===== src/rtl/mdu_pkg.sv =====
// Shared definitions for the multiply/divide sequencer: op codes, FSM states,
// and the default datapath width.
package mdu_pkg;

    localparam int MDU_DATA_W = 32;

    typedef enum logic [2:0] {
        MDU_NOP   = 3'd0,
        MDU_MULT  = 3'd1,
        MDU_MULTU = 3'd2,
        MDU_DIV   = 3'd3,
        MDU_DIVU  = 3'd4,
        MDU_MTHI  = 3'd5,
        MDU_MTLO  = 3'd6
    } mduOp_e;

    typedef enum logic [2:0] {
        ST_IDLE = 3'd0,
        ST_MUL  = 3'd1,
        ST_DIV  = 3'd2,
        ST_FIX  = 3'd3,
        ST_DONE = 3'd4
    } mduState_e;

    // Multi-cycle ops are the ones that stall EX when issued.
    function automatic logic isLongOp(input logic [2:0] op);
        return op inside {MDU_MULT, MDU_MULTU, MDU_DIV, MDU_DIVU};
    endfunction

endpackage


===== src/rtl/mdu_div_iter.sv =====
// Restoring divider core: one shift/subtract/compare step per cycle on
// unsigned magnitudes; the caller owns step count and sign fix-up.
module mdu_div_iter #(
    parameter int DATA_W = 32
) (
    input  logic              clk,
    input  logic              resetn,
    input  logic              load,
    input  logic              step,
    input  logic [DATA_W-1:0] dividend,
    input  logic [DATA_W-1:0] divisor,
    output logic [DATA_W-1:0] quot,
    output logic [DATA_W-1:0] rem
);

    logic [DATA_W-1:0] quotQ, remQ, divQ;
    logic [DATA_W:0]   remSh, diff;

    // remQ < divQ always holds, so DATA_W+1 bits cannot wrap the trial subtract.
    assign remSh = {remQ, quotQ[DATA_W-1]};
    assign diff  = remSh - {1'b0, divQ};

    always_ff @(posedge clk or negedge resetn) begin
        if (!resetn) begin
            quotQ <= '0;
            remQ  <= '0;
            divQ  <= '0;
        end else if (load) begin
            quotQ <= dividend;
            remQ  <= '0;
            divQ  <= divisor;
        end else if (step) begin
            remQ  <= diff[DATA_W] ? remSh[DATA_W-1:0] : diff[DATA_W-1:0];
            quotQ <= {quotQ[DATA_W-2:0], ~diff[DATA_W]};
        end
    end

    assign quot = quotQ;
    assign rem  = remQ;

endmodule


===== src/rtl/mdu_ctrl.sv =====
// EX-stage multiply/divide sequencer: runs MULT/DIV over several cycles,
// owns HI/LO, and drives ready_e for the hazard unit.
module mdu_ctrl
    import mdu_pkg::*;
#(
    parameter int DATA_W  = MDU_DATA_W,
    parameter int MUL_LAT = 2
) (
    input  logic              clk,
    input  logic              resetn,
    input  logic              op_valid_e,
    input  logic [2:0]        op_e,
    input  logic [DATA_W-1:0] src_a_e,
    input  logic [DATA_W-1:0] src_b_e,
    input  logic              flush,
    output logic              ready_e,
    output logic [DATA_W-1:0] hi_o,
    output logic [DATA_W-1:0] lo_o
);

    localparam int CNT_W = $clog2((DATA_W > MUL_LAT) ? DATA_W : MUL_LAT);

    mduState_e           state, nextState;
    logic [CNT_W-1:0]    cnt;
    logic [DATA_W-1:0]   hiQ, loQ, hiNext, loNext;
    logic                hiWe, loWe, readyE;
    logic                mulStart, divStart, divStep;
    logic                isSigned, signQ, signR;
    logic [DATA_W:0]     mulA, mulB;
    logic [2*DATA_W-1:0] mulAx, mulBx, prod;
    logic [DATA_W-1:0]   divA, divB, quot, rem;

    assign isSigned = (op_e == MDU_MULT) || (op_e == MDU_DIV);
    assign divA     = (isSigned && src_a_e[DATA_W-1]) ? -src_a_e : src_a_e;
    assign divB     = (isSigned && src_b_e[DATA_W-1]) ? -src_b_e : src_b_e;

    // 33-bit extended operands widened to 64; low 64 bits of the product are exact.
    assign mulAx = {{(DATA_W-1){mulA[DATA_W]}}, mulA};
    assign mulBx = {{(DATA_W-1){mulB[DATA_W]}}, mulB};
    assign prod  = mulAx * mulBx;

    mdu_div_iter #(.DATA_W(DATA_W)) uDiv (
        .clk      (clk),
        .resetn   (resetn),
        .load     (divStart),
        .step     (divStep),
        .dividend (divA),
        .divisor  (divB),
        .quot     (quot),
        .rem      (rem)
    );

    always_ff @(posedge clk or negedge resetn) begin
        if (!resetn) state <= ST_IDLE;
        else         state <= nextState;
    end

    always_comb begin
        nextState = state;
        readyE    = 1'b1;
        mulStart  = 1'b0;
        divStart  = 1'b0;
        divStep   = 1'b0;
        hiWe      = 1'b0;
        loWe      = 1'b0;
        hiNext    = hiQ;
        loNext    = loQ;
        unique case (state)
            ST_IDLE: if (op_valid_e) begin
                readyE = !isLongOp(op_e);
                case (op_e)
                    MDU_MULT, MDU_MULTU: begin
                        mulStart  = 1'b1;
                        nextState = ST_MUL;
                    end
                    MDU_DIV, MDU_DIVU: begin
                        if (src_b_e == '0) begin
                            hiWe      = 1'b1;
                            loWe      = 1'b1;
                            hiNext    = src_a_e;
                            loNext    = '1;
                            nextState = ST_DONE;
                        end else begin
                            divStart  = 1'b1;
                            nextState = ST_DIV;
                        end
                    end
                    MDU_MTHI: begin
                        hiWe   = 1'b1;
                        hiNext = src_a_e;
                    end
                    MDU_MTLO: begin
                        loWe   = 1'b1;
                        loNext = src_a_e;
                    end
                    default: ;
                endcase
            end
            ST_MUL: begin
                readyE = 1'b0;
                if (cnt == '0) begin
                    hiWe             = 1'b1;
                    loWe             = 1'b1;
                    {hiNext, loNext} = prod;
                    nextState        = ST_DONE;
                end
            end
            ST_DIV: begin
                readyE  = 1'b0;
                divStep = 1'b1;
                if (cnt == '0) nextState = ST_FIX;
            end
            ST_FIX: begin
                readyE    = 1'b0;
                hiWe      = 1'b1;
                loWe      = 1'b1;
                hiNext    = signR ? -rem : rem;
                loNext    = signQ ? -quot : quot;
                nextState = ST_DONE;
            end
            ST_DONE: nextState = ST_IDLE;
            default: nextState = ST_IDLE;
        endcase
        // Exception flush wins over everything: no writes, no new op.
        if (flush) begin
            nextState = ST_IDLE;
            readyE    = 1'b1;
            mulStart  = 1'b0;
            divStart  = 1'b0;
            divStep   = 1'b0;
            hiWe      = 1'b0;
            loWe      = 1'b0;
        end
    end

    always_ff @(posedge clk or negedge resetn) begin
        if (!resetn) begin
            hiQ   <= '0;
            loQ   <= '0;
            cnt   <= '0;
            mulA  <= '0;
            mulB  <= '0;
            signQ <= 1'b0;
            signR <= 1'b0;
        end else begin
            if (hiWe) hiQ <= hiNext;
            if (loWe) loQ <= loNext;
            if (mulStart) begin
                mulA <= {isSigned & src_a_e[DATA_W-1], src_a_e};
                mulB <= {isSigned & src_b_e[DATA_W-1], src_b_e};
                cnt  <= CNT_W'(MUL_LAT - 1);
            end else if (divStart) begin
                signQ <= isSigned & (src_a_e[DATA_W-1] ^ src_b_e[DATA_W-1]);
                signR <= isSigned & src_a_e[DATA_W-1];
                cnt   <= CNT_W'(DATA_W - 1);
            end else if ((state == ST_MUL || state == ST_DIV) && cnt != '0) begin
                cnt <= cnt - CNT_W'(1);
            end
        end
    end

    assign ready_e = readyE;
    assign hi_o    = hiQ;
    assign lo_o    = loQ;

endmodule


===== config.mk =====
export PLATFORM = sky130hd
export DESIGN_NAME = mdu_ctrl
export DESIGN_NICKNAME = d
export VERILOG_FILES = /design/src/rtl/mdu_pkg.sv /design/src/rtl/mdu_div_iter.sv /design/src/rtl/mdu_ctrl.sv
export SDC_FILE = /design/constraint.sdc
export NUM_CORES = 2
export LEC_CHECK = 0
export CORE_UTILIZATION = 45
export DETAILED_ROUTE_END_ITERATION = 10
export PLACE_DENSITY = 0.65
export SYNTH_ARGS = -nofsm -noshare
export SYNTH_HDL_FRONTEND = slang
export SYNTH_SLANG_ARGS = --single-unit

===== constraint.sdc =====
create_clock -name clk -period 13.15 [get_ports clk]
set_input_delay 3.945 -clock clk [delete_from_list [all_inputs] [get_ports clk]]
set_output_delay 3.945 -clock clk [all_outputs]
set_load 0.03 [all_outputs]

==> metrics.txt <==
final max-slew violation count=0; main area contributors after synthesis=fa_1, dfrtp_1, inv_1; die boundary width=approximately 340 um; most area-hungry cell type in the Yosys netlist=fa_1; CTS tree=yes; number of vias per cell=around 5.5; row count=about 130; Least-Margin Pin Slew=1.245 ns; Total Routed Length=between 150000 and 200000 um; setup repair after global routing missed its margin=false; headroom to the max-slew limit=16.97%; share of cells above drive strength 1=4.030%; placer congestion estimate=between 0.9 and 1; instance count of the mapped netlist=roughly 5800; remaining global-route overflow=0; Mapped Avg Cell Area=about 9.1 um2; number of global-route vias before repair=around 42000; maximum number of pins on one net before global-route repair=about 110; highest fanout seen on the critical path=7; clock root cell=clkbuf_16; max frequency=roughly 0.10 GHz; number of setup violations in the final report=0; total global routing track utilization=between 20% and 30%; Final Hold Viols=0; number of flops mapped to enable cells by yosys=0; post-route fraction of the period consumed by the critical path=approximately 74%; maximum buffer depth of the clock tree=3; number of maximum-capacitance constraint violations=0; quantity of hold-fixing buffers added after cts=0; number of input and output port buffers inserted=135; proportion of synthesized chip area in sequential cells=11.19%; number of levels the H-tree was split into=1; Crit Path Class=in2out; post-CTS sizing=0; CTS Buf Count=30; slack of the worst reg-to-reg path=between 3 and 4 ns; number of warnings printed during yosys synthesis=0; Setup TNS Final=0 ns; synthesized cell area=around 0.053 mm2; arrival time at the worst endpoint=roughly 5.8 ns; worst hold path type=reg2reg; fraction of synthesized cell area taken by the top area cell type=between 40% and 50%; category of the worst setup path capture point=primary output; fraction of registers with async set/reset=100.0%; overall die area=0.1187 mm2; status=finished, final reports clean; clock-pin slew reported for the worst setup and hold paths after clock tree synthesis=roughly 0.060 ns; violation count after the first detailed-route iteration=between 3000 and 4000; required time of the critical path=9.20 ns; die outline height=344.5 um; remaining routing DRC violations=0; min Tclk post-route=9.786 ns; Startpoint Class=input port; initial antenna violation count=5; post-DR wirelength/cell=~21 um; maximum clock skew at final layout=approximately 0.017 ns; core region area=approximately 0.12 mm2; I/O pin count=136; post-detail-place hpwl=between 100000 and 150000 um; detailed-router iteration count before antenna repair=5; wire length of the first global-routing pass=247500 um; register bit total from synthesis=236; number of nets in the synthesized netlist=between 7000 and 8000; clock sink total=236; final net count=about 7200; count of vias placed by the detailed router=about 40000; Primary FF master, synth=dfrtp_1; Post-CTS Setup Repair Bufs=0; latest clock arrival within the worst-skew pair=about 0.59 ns; Distinct cells, synth=70; signed area change from the synthesized netlist to the final layout=7.174%; starting utilization of the core area=between 40% and 50%; post-route ant nets=0
## path summary, 6_finish.rpt
path | from | cells after the start | end
max in group asynchronous | resetn | 2 | mulA[7]$_DFFE_PN0P_
min reg2reg | lo_o[17]$_DFFE_PN0P_ | 1 | lo_o[17]$_DFFE_PN0P_
max reg2reg | mulA[20]$_DFFE_PN0P_ | 25 | hi_o[26]$_DFFE_PN0P_
min | lo_o[17]$_DFFE_PN0P_ | 1 | lo_o[17]$_DFFE_PN0P_
min in group asynchronous | resetn | 1 | uDiv.divQ[30]$_DFFE_PN0P_
max | op_e[1] | 6 | ready_e
## synthesized netlist by cell type, types with 36 or more instances
master,n
inv_1,1174
fa_1,1126
nand2_1,753
and2_1,542
clkbuf_1,299
ha_1,250
dfrtp_1,236
o21ai_0,199
a21oi_1,152
nor2_1,134
xnor2_1,113
xor2_1,109
a21o_1,63
mux2_2,58
nand3_1,46
a211oi_1,36
## state kept, by name, indices dropped and copies added (netlist names), 3 cells and up
name       flops
cnt            5
state          3
uDiv.rem      32
uDiv.quot     32
mulB          33
uDiv.divQ     32
lo_o          32
mulA          33
hi_o          32
## metal layers
layer | routed length [um] | vias up | share of wire, % | track usage [%]
met2 | 75130 | 1380 | 48 | 45.74
met5 | 34 | - | 0.022 | 0
met4 | 6799 | 4 | 4.4 | 10.18
li1 | - | 17434 | - | -
met3 | 10190 | 305 | 6.6 | 3.180
met1 | 63070 | 20695 | 41 | 36.33
## worst max-delay path: stages
cell             delay, ns
clkdlybuf4s50_1       0.52
nor2_1                0.22
xnor2_1               0.15
a21oi_1               0.08
or3_1                 0.33
clkdlybuf4s50_1       0.60
## cell type report
cell class                 count  area [um2]
multi-input combinational   4050       41300
clock buffer                  43       890.9
fill                       11054       59640
clock inverter                13       156.4
sequential                   236        5922
tap                         1524        1907
timing repair buffer         216        1964
inverter                    1174        4407
antenna                        5       12.51
## logic make-up after synthesis
group	Yosys count	synth area share, %
xor gates and xnor gates	222	3.684
buffers and inverters	1494	10.64
muxes	91	1.863
and+or+nand+nor	1665	15.50
adders and majority gates	1376	48.64
DFF	236	11.19
AOI/OAI and AO/OA	696	8.480
## layout by cell type (no fill, tap or decap), types with 10 or more instances in the layout
cell type        instances
a211oi_1                35
a21o_1                  63
a21oi_1                152
a221o_1                 34
a221oi_1                10
a31oi_1                 22
and2_1                 542
and3_1                  11
buf_4                   81
clkbuf_16               31
clkdlybuf4s50_1        134
dfrtp_1                223
dfrtp_2                 13
fa_1                  1126
ha_1                   250
inv_1                 1174
mux2_2                  58
mux2i_1                 33
nand2_1                751
nand2b_1                22
nand3_1                 46
nand4_1                 18
nor2_1                 130
nor2b_1                 34
nor3_1                  28
nor4_1                  11
o211ai_1                21
o21a_1                  12
o21ai_0                199
o21ai_1                 26
o21bai_1                17
o31ai_1                 35
o41ai_1                 18
or3_1                   18
or4_1                   18
xnor2_1                112
xor2_1                 109
## metrics by stage
step	instances	utilization, %	hold WS [ns]	area [um2]	setup WS [ns]
2_1_floorplan	5780	-	0.4498	52780	4.316
3_3_place_gp	7200	47.76	0.4624	55500	3.371
6_report	7261	48.68	0.4787	56560	3.364
5_1_grt	7257	48.67	0.5006	56550	3.234
3_5_place_dp	7200	47.76	0.4688	55500	3.371
4_1_cts	7256	48.67	0.4826	56550	3.353
Power is not shown: default switching activity piles up to over one toggle a cycle in this logic, so the estimate is an artifact.
